$ cat src/rtl/p2m_demux_pkg.sv
// Shared constants, sizing helper and drop-status record for the pipe-to-method demux FIFO.
package p2m_demux_pkg;

  localparam int ID_WIDTH_DEFAULT   = 16;
  localparam int DROP_COUNT_WIDTH   = 16;

  function automatic int clog2(input int value);
    int result;
    result = 0;
    while ((1 << result) < value) result++;
    return result;
  endfunction

  // drop_id storage is sized to the default ID width; wider IDs are truncated.
  typedef struct packed {
    logic                        err;
    logic [DROP_COUNT_WIDTH-1:0] count;
    logic [ID_WIDTH_DEFAULT-1:0] id;
  } drop_status_t;

endpackage

$ cat src/rtl/p2m_chan_fifo.sv
// Single-clock per-channel FIFO: enq/deq handshakes, combinational head read, registered occupancy.
module p2m_chan_fifo
  import p2m_demux_pkg::*;
#(
  parameter int WIDTH = 128,
  parameter int DEPTH = 4
) (
  input  logic             clk,
  input  logic             rst_n,
  input  logic             enq_ena,
  input  logic [WIDTH-1:0] enq_data,
  output logic             enq_rdy,
  input  logic             deq_ena,
  output logic             deq_rdy,
  output logic [WIDTH-1:0] head_data
);

  localparam int PTR_W = clog2(DEPTH);
  localparam int CNT_W = PTR_W + 1;

  logic [WIDTH-1:0] mem [DEPTH];
  logic [PTR_W-1:0] wptr;
  logic [PTR_W-1:0] rptr;
  logic [CNT_W-1:0] count;
  logic             full;
  logic             empty;
  logic             do_enq;
  logic             do_deq;

  // Full comes from the registered count only, so a same-cycle dequeue never frees a slot early.
  assign full      = (count == CNT_W'(DEPTH));
  assign empty     = (count == '0);
  assign enq_rdy   = !full;
  assign deq_rdy   = !empty;
  assign do_enq    = enq_ena && !full;
  assign do_deq    = deq_ena && !empty;
  assign head_data = mem[rptr];

  always_ff @(posedge clk) begin
    if (do_enq) mem[wptr] <= enq_data;
  end

  always_ff @(posedge clk or negedge rst_n) begin
    if (!rst_n) begin
      wptr  <= '0;
      rptr  <= '0;
      count <= '0;
    end else begin
      if (do_enq) wptr <= wptr + 1'b1;
      if (do_deq) rptr <= rptr + 1'b1;
      case ({do_enq, do_deq})
        2'b10:   count <= count + 1'b1;
        2'b01:   count <= count - 1'b1;
        default: count <= count;
      endcase
    end
  end

endmodule

$ cat src/rtl/p2m_demux_fifo.sv
// Routes packed pipe words {id, payload} to per-method FIFOs; unknown IDs are dropped and counted.
module p2m_demux_fifo
  import p2m_demux_pkg::*;
#(
  parameter int WIDTH    = 128,
  parameter int ID_WIDTH = ID_WIDTH_DEFAULT,
  parameter int CHANNELS = 4,
  parameter int DEPTH    = 4
) (
  input  logic                         CLK,
  input  logic                         nRST,
  input  logic                         pipe_enq__ENA,
  input  logic [ID_WIDTH+WIDTH-1:0]    pipe_enq_v,
  output logic                         pipe_enq__RDY,
  output logic [CHANNELS-1:0]          method__ENA,
  output logic [CHANNELS*WIDTH-1:0]    method_v,
  input  logic [CHANNELS-1:0]          method__RDY,
  input  logic                         drop_clear__ENA,
  output logic [DROP_COUNT_WIDTH-1:0]  drop_count,
  output logic                         drop_err,
  output logic [ID_WIDTH-1:0]          drop_id
);

  logic [ID_WIDTH-1:0] pipe_id;
  logic [WIDTH-1:0]    pipe_payload;
  logic                id_valid;
  logic                target_rdy;
  logic                accept;
  logic                drop;
  logic [CHANNELS-1:0] chan_enq_rdy;
  logic [CHANNELS-1:0] chan_enq;
  drop_status_t        drop_q;

  assign pipe_id      = pipe_enq_v[ID_WIDTH+WIDTH-1 -: ID_WIDTH];
  assign pipe_payload = pipe_enq_v[WIDTH-1:0];
  assign id_valid     = (32'(pipe_id) < 32'(CHANNELS));

  always_comb begin
    target_rdy = 1'b1;
    for (int c = 0; c < CHANNELS; c++) begin
      if (32'(pipe_id) == 32'(c)) target_rdy = chan_enq_rdy[c];
    end
  end

  // Unknown IDs are always accepted so a bad word can never stall the pipe.
  assign pipe_enq__RDY = !id_valid || target_rdy;
  assign accept        = pipe_enq__ENA && pipe_enq__RDY;
  assign drop          = accept && !id_valid;

  for (genvar c = 0; c < CHANNELS; c++) begin : g_chan
    assign chan_enq[c] = accept && (32'(pipe_id) == 32'(c));

    p2m_chan_fifo #(
      .WIDTH (WIDTH),
      .DEPTH (DEPTH)
    ) u_fifo (
      .clk       (CLK),
      .rst_n     (nRST),
      .enq_ena   (chan_enq[c]),
      .enq_data  (pipe_payload),
      .enq_rdy   (chan_enq_rdy[c]),
      .deq_ena   (method__RDY[c]),
      .deq_rdy   (method__ENA[c]),
      .head_data (method_v[c*WIDTH +: WIDTH])
    );
  end

  // A clear coinciding with a drop wins for count/err, but the new id is still captured.
  always_ff @(posedge CLK or negedge nRST) begin
    if (!nRST) begin
      drop_q <= '0;
    end else begin
      if (drop_clear__ENA) begin
        drop_q.err   <= 1'b0;
        drop_q.count <= '0;
        drop_q.id    <= '0;
      end
      if (drop) begin
        drop_q.id <= ID_WIDTH_DEFAULT'(pipe_id);
        if (!drop_clear__ENA) begin
          drop_q.err <= 1'b1;
          if (drop_q.count != '1) drop_q.count <= drop_q.count + 1'b1;
        end
      end
    end
  end

  assign drop_count = drop_q.count;
  assign drop_err   = drop_q.err;
  assign drop_id    = ID_WIDTH'(drop_q.id);

endmodule

$ cat config.mk
export PLATFORM = sky130hd
export DESIGN_NAME = p2m_demux_fifo
export DESIGN_NICKNAME = d
export VERILOG_FILES = /design/src/rtl/p2m_demux_pkg.sv /design/src/rtl/p2m_chan_fifo.sv /design/src/rtl/p2m_demux_fifo.sv
export SDC_FILE = /design/constraint.sdc
export NUM_CORES = 1
export LEC_CHECK = 0
export ABC_AREA = 1
export BUFFER_PORTS_ARGS = -buffer_cell sky130_fd_sc_hd__buf_2
export CAP_MARGIN = 25
export CORE_UTILIZATION = 35
export CTS_CLUSTER_DIAMETER = 200
export CTS_CLUSTER_SIZE = 16
export DETAILED_ROUTE_END_ITERATION = 10
export GPL_ROUTABILITY_DRIVEN = 1
export PLACE_DENSITY_LB_ADDON = 0.15
export REMOVE_ABC_BUFFERS = 1
export SYNTH_ARGS = -nofsm -noshare
export SYNTH_HDL_FRONTEND = slang
export SYNTH_SLANG_ARGS = --single-unit
$ cat constraint.sdc
create_clock -name CLK -period 9.85 [get_ports CLK]
set_input_delay 0.4925 -clock CLK [delete_from_list [all_inputs] [get_ports CLK]]
set_output_delay 0.4925 -clock CLK [all_outputs]
set_load 0.01 [all_outputs]
==> results of run 1 <==
## through the flow
stage | cell area (µm²) | total power, W | util, %
after floorplan | 77320 | 0.01454 | -
after global placement | 85420 | 0.01912 | 38.31
after detailed placement | 85420 | 0.01915 | 38.31
after CTS | 90420 | 0.02499 | 40.55
after global routing | 90420 | 0.02580 | 40.55
final | 90420 | 0.02462 | 40.56
## layer usage
metal	global-route usage [%]	part of all wire, %	up-vias
li1	-	-	21534
met1	28.45	45	24417
met2	32.31	47	1378
met3	4.568	6.8	193
met4	3.786	1.5	0
met5	0	0	-
## critical path, stage by stage, from the launching register on
cell and delay (ns):
dfrtp_4 0.95, buf_4 0.72, buf_4 0.69, o21ai_0 0.19, o22ai_1 0.50, buf_2 0.24
## cells in the final DEF, fill, tap and decap left out, types with 62 or more instances in the layout
cell           count
buf_2            701
buf_4             87
clkbuf_16        151
dlygate4sd3_1     93
edfxtp_1        2048
inv_1             62
nand2_1           80
nor2_1          1066
o21ai_0         1034
o22ai_1          513
## state kept, by name (all words and copies together) (netlist names)
register	count
g_chan.u_fifo.mem	2048
g_chan.u_fifo.wptr	8
drop_err	1
drop_count	16
drop_id	16
g_chan.u_fifo.count	12
g_chan.u_fifo.rptr	8
## final timing paths
kind,to,slack [ns]
hold reg to reg,drop_id[1],0.49
hold / removal,g_chan[2].u_fifo.mem[3][80],0.06
min in group asynchronous,drop_count[4],0.36
setup / recovery,method_v[303],5.09
setup reg to reg,g_chan[3].u_fifo.mem[3][115],5.96
max in group asynchronous,g_chan[3].u_fifo.rptr[0],8.76
## timing repair
item | CTS | global route
hold endpoints to repair | 873 | 0
hold buffers | 93 | 0
setup buffers | 0 | 0
## cell usage after synthesis (5+ instances only)
master and count:
o22ai_1 513, dfrtp_1 61, ha_1 21, nand2_1 80
buf_2 35, nand4_1 13, nor3_1 10, a21oi_1 8
o21ai_0 1034, buf_4 6, a22o_1 12, clkbuf_1 293
edfxtp_1 2048, nand3_1 35, nand3_2 5, buf_1 12
xor2_1 15, nor2_1 1082, o21ai_1 10, inv_1 70
## final cells by class
type | count | area share (%)
Clock buffer | 168 | 4.249
Antenna cell | 2 | 0.005535
Inverter | 74 | 0.3625
Clock inverter | 13 | 0.2435
Tap cell | 2975 | 4.117
Sequential cell | 2109 | 69.73
Timing Repair Buffer | 882 | 5.654
Multi-Input combinational cell | 2870 | 15.63
## power by group through the flow
stage	combinational [W]	clock [W]	sequential (W)
floorplan	0.00395	0	0.0106
global placement	0.00877	0	0.0104
detailed placement	0.00880	0	0.0104
CTS	0.00885	0.00599	0.0102
global route	0.00935	0.00627	0.0102
finish	0.00867	0.00581	0.0101
## kinds of logic after synthesis
group                      share of synthesized area, %
buffers and inverters                             2.121
DFF                                               80.07
xor gates and xnor gates                         0.2114
AOI/OAI and AO/OA                                 10.96
and+or+nand+nor                                   6.196
adders and majority gates                        0.4356
==> impl_metrics.toml, run 1 <==
[status]
status = "complete, no violations"

[floorplanning]
die-area_mm2 = 0.2268
die_width_um = 476.2
core_area_mm2 = 0.2230
die_y_um = 476.2
top_level_ports = 702
std_cell_rows = 173
initial_core_util_pct = 35.30

[timing]
maxSlewViolCount = 0
period_minus_slack_ns = 4.760
final-setup-viol-count = 0
worst_clock_skew_ns = 0.03660
maxSlewHeadroom_pct = 28.35
finalHoldViolCount = 0
fmax_mhz = 210.1
rsz0062_at_grt = "false"
post-route-period-util_pct = 48.32
finalHoldWorstSlack_ns = 0.06131
layout_setup_ws_ns = 5.090
fin_setup_tns_ns = 0
worst_slew_pin_slew_ns = 1.075

[cells_and_area]
drive_above_1_share_pct = 16.47
nets = 6263
multiInputGateArea_mm2 = 0.01414
fin_cells = 9093
fill_cells = 20654
syn2layout_area_growth_pct = 14.88
ff_latch_area_mm2 = 0.06306

[power_and_ir_drop]
max-vdd-ir-drop_mv = 0.1895
switching_share_pct = 38.74
switchingPower_w = 0.009540
powerDensity_mw_per_mm2 = 272.3
p_leak_nw = 29.51
power_frac_comb_pct = 35.2
p_int_w = 0.01508
pwr-share-seq_pct = 41.2
clkPwrFrac_pct = 23.6

[cts]
root_buffer = "clkbuf_16"
cts_buffer_depth = 3
ctsResizeCount = 0
clk_latency_ns = 0.83
clkSlewWorstSetupHoldPaths_ns = 0.07
htree_levels = 4
cts_tree = "done"
numCtsBuffers = 149
cts.sinks = 2109

[yosys]
syn-instance-count = 5401
netlist.area_leader.share_pct = 78.13
syn_area_per_cell_um2 = 14.57
postSynth.asyncResetShare_pct = 2.892
yosysWarnings = 0
synth-main-ff-cell = "edfxtp_1"
yosysTopAreaCell = "edfxtp_1"
seq_area_frac_synth_pct = 80.07
syn_area_mm2 = 0.07871
synth_edf_count = 2048
synthDistinctLibCells = 41
ys_seq_elements = 2109
synth.area.top_cells = "edfxtp_1 (78%), o21ai_0 (6.6%), nor2_1 (5.2%)"

[placed_design]
numPortBuffers = 701
hpwl_um = 142400
dp_slack_ns = 5.404
place_inst = 8817
place_congestion = 0.8266

[routing]
drc_errors = 0
dr.first_iter.drc_count = 3984
ant_nets = 0
avgRoutedWirePerCell_um = 25.93
drt_wl_total_um = 235800
drtPass1Iterations = 5
vias_per_cell = 5.226
vias = 47522

[critical_path]
crit_fanout = 70
critPathRequiredTime_ns = 9.36
start_kind = "flip-flop"
r2r-start = "g_chan[3].u_fifo.count[0]"
startpoint = "g_chan[2].u_fifo.rptr[0]"
end_kind = "primary output"
reg2reg_depth = 10
cp_data_arrival_time_ns = 4.27
criticalPathCategory = "flip-flop to primary output"

[min_path]
min_from = "pipe_enq_v[80]"
holdPathStages = 1
hold_class = "input pin to flip-flop"

[global_route]
grt_first_pass_wirelength_um = 336500
grt_max_degree = 143
overflow = 0
antenna_found_initial = 16
track_usage_pct = 20.26
grt_pass1_vias = 44716

[flow_run]
cap_violations = 0
No activity file was read; power rests on OpenSTA's default activity.
==> run 2: changes to the inputs <==
==> constraint.sdc (replaced) <==
create_clock -name CLK -period 3.9 [get_ports CLK]
set_input_delay 0.195 -clock CLK [delete_from_list [all_inputs] [get_ports CLK]]
set_output_delay 0.195 -clock CLK [all_outputs]
set_load 0.01 [all_outputs]
==> run 2 against run 1 <==
  * Combinational power grew to 2.6 times the previous value
  * Utilization is 0.69 points higher
  * Critical path type unchanged
  * Setup slack worse by 4.8 ns
  * Clock skew is 0.0063 ns lower
  * Largest power group unchanged
==> impl_metrics.toml, run 2 (synthesis results as in run 1) <==
[status]
status = "complete, no violations"

[power_and_ir_drop]
p_int_w = 0.03851
switchingPower_w = 0.02412
clkPwrFrac_pct = 23.6
pwr-share-seq_pct = 40.5
powerDensity_mw_per_mm2 = 681.0
p_leak_nw = 30.06
max-vdd-ir-drop_mv = 0.7476
power_frac_comb_pct = 36.0
switching_share_pct = 38.52

[critical_path]
cp_data_arrival_time_ns = 3.37
cp_slowest_cell = "dfrtp_4"
r2r-start = "g_chan[0].u_fifo.count[1]"
startpoint = "g_chan[3].u_fifo.rptr[0]"
criticalPathCategory = "flip-flop to primary output"
critPathRequiredTime_ns = 3.70
end_kind = "primary output"
crit_chain = "inv_8, buf_4, o21ai_0, o22ai_1, buf_2"
start_kind = "flip-flop"
crit_fanout = 90
critPathMaxStageDelay_ns = 0.69

[floorplanning]
die_y_um = 476.2
top_level_ports = 702
initial_core_util_pct = 35.30
die_width_um = 476.2
die-area_mm2 = 0.2268
std_cell_rows = 173
core_area_mm2 = 0.2230

[timing]
post-route-period-util_pct = 91.53
rsz0062_at_grt = "false"
worst_clock_skew_ns = 0.03030
fmax_mhz = 280.1
maxSlewViolCount = 0
maxSlewHeadroom_pct = 32.72
finalHoldViolCount = 0
final-setup-viol-count = 0
fin_setup_tns_ns = 0
worst_slew_pin_slew_ns = 1.009
period_minus_slack_ns = 3.570

[cells_and_area]
regMostFlops = "g_chan.u_fifo.mem"
multiInputGateArea_mm2 = 0.01414
syn2layout_area_growth_pct = 16.84
stdcell_area_mm2 = 0.09197
nets = 6341
fill_cells = 20711
mostFrequentLayoutCells = "edfxtp_1 (2048), nor2_1 (1066), o21ai_0 (1034)"
ff_latch_area_mm2 = 0.06306
fin_util_pct = 41.25
drive_above_1_share_pct = 16.56
final_common_cell = "edfxtp_1"
largest_register_ffs = 2048

[cts]
htree_levels = 4
cts_setup_buffers = 0
clk_latency_ns = 0.85
cts_buffer_depth = 3
clkSlewWorstSetupHoldPaths_ns = 0.08
root_buffer = "clkbuf_16"
numCtsBuffers = 149
cts.sinks = 2109
cts_tree = "done"

[routing]
avgRoutedWirePerCell_um = 25.68
ant_nets = 0
vias = 48016
drt_wl_total_um = 235600
drc_errors = 0
drtPass1Iterations = 7
vias_per_cell = 5.235
dr.first_iter.drc_count = 4119

[global_route]
grt_first_pass_wirelength_um = 336600
overflow = 0
antenna_found_initial = 22
grt_pass1_vias = 45349
track_usage_pct = 20.24
grt_max_degree = 149

[placed_design]
hpwl_um = 139100
place_congestion = 0.8056
numPortBuffers = 701
dpl_cell_area_mm2 = 0.08628

[min_path]
min_from = "pipe_enq_v[130]"
hold_class = "input pin to flip-flop"

[flow_run]
cap_violations = 0
## run 2: cell count changes in the layout (fill, tap and decap cells not counted), sizes merged
cell,before,now
buf,789,808
clkbuf,168,167
clkinv,8,14
dlygate4sd3,93,152
inv,79,75
## run 2: worst paths after layout
path / endpoint / slack [ns] / cells after the start
setup reg to reg: g_chan[1].u_fifo.count[2] / 1.05 / 13
hold reg to reg: g_chan[3].u_fifo.count[0] / 0.47 / 1
min in group asynchronous: drop_count[13] / 0.29 / 3
max in group asynchronous: drop_count[4] / 2.79 / 5
setup / recovery: method_v[386] / 0.33 / 5
hold / removal: drop_id[2] / 0.16 / 4
## run 2: final cells by class
type,count,area share [%]
sequential,2109,68.56
multi-input combinational,2870,15.37
timing repair buffer,960,7.159
clock buffer,167,4.128
tap,2975,4.047
clock inverter,15,0.3701
inverter,74,0.3564
antenna,2,0.005442
## run 2: worst max-delay path: cells and delay by family (launching register included)
family          cells  cell delay [ns]
buf+inv             3             1.13
flops               1             0.69
compound gates      2             0.62
## run 2: power by group through the flow
stage                     logic, W  clock network, W  registers [W]
after global routing        0.0244            0.0160         0.0254
after floorplan            0.00998                 0         0.0267
after CTS                   0.0231            0.0152         0.0253
after global placement      0.0229                 0         0.0258
final                       0.0225            0.0148         0.0253
after detailed placement    0.0229                 0         0.0259
## run 2: repair_timing
action / in CTS / in global routing
resized for setup: 0 / 0
hold buffers: 151 / 1
hold endpoints to repair: 2138 / 5
## run 2: routing by layer
| layer | global-route usage [%] | part of all wire, % | vias to the layer above |
|---|---|---|---|
| li1 | - | - | 21718 |
| met1 | 29.12 | 46 | 24663 |
| met2 | 32.13 | 47 | 1428 |
| met3 | 3.437 | 6.0 | 207 |
| met4 | 4.230 | 1.8 | 0 |
| met5 | 0 | 0 | - |
## run 2: through the flow
step / hold WS [ns] / setup slack (ns) / total power (W) / std cells
floorplan: -0.1006 / -5.539 / 0.03673 / 5053
global placement: 0.4050 / 0.8188 / 0.04875 / 8835
detailed placement: 0.4327 / 0.8191 / 0.04876 / 8835
CTS: 0.06192 / 0.2957 / 0.06365 / 9168
global route: 0.1282 / 0.2230 / 0.06570 / 9170
finish: 0.1604 / 0.3304 / 0.06263 / 9172
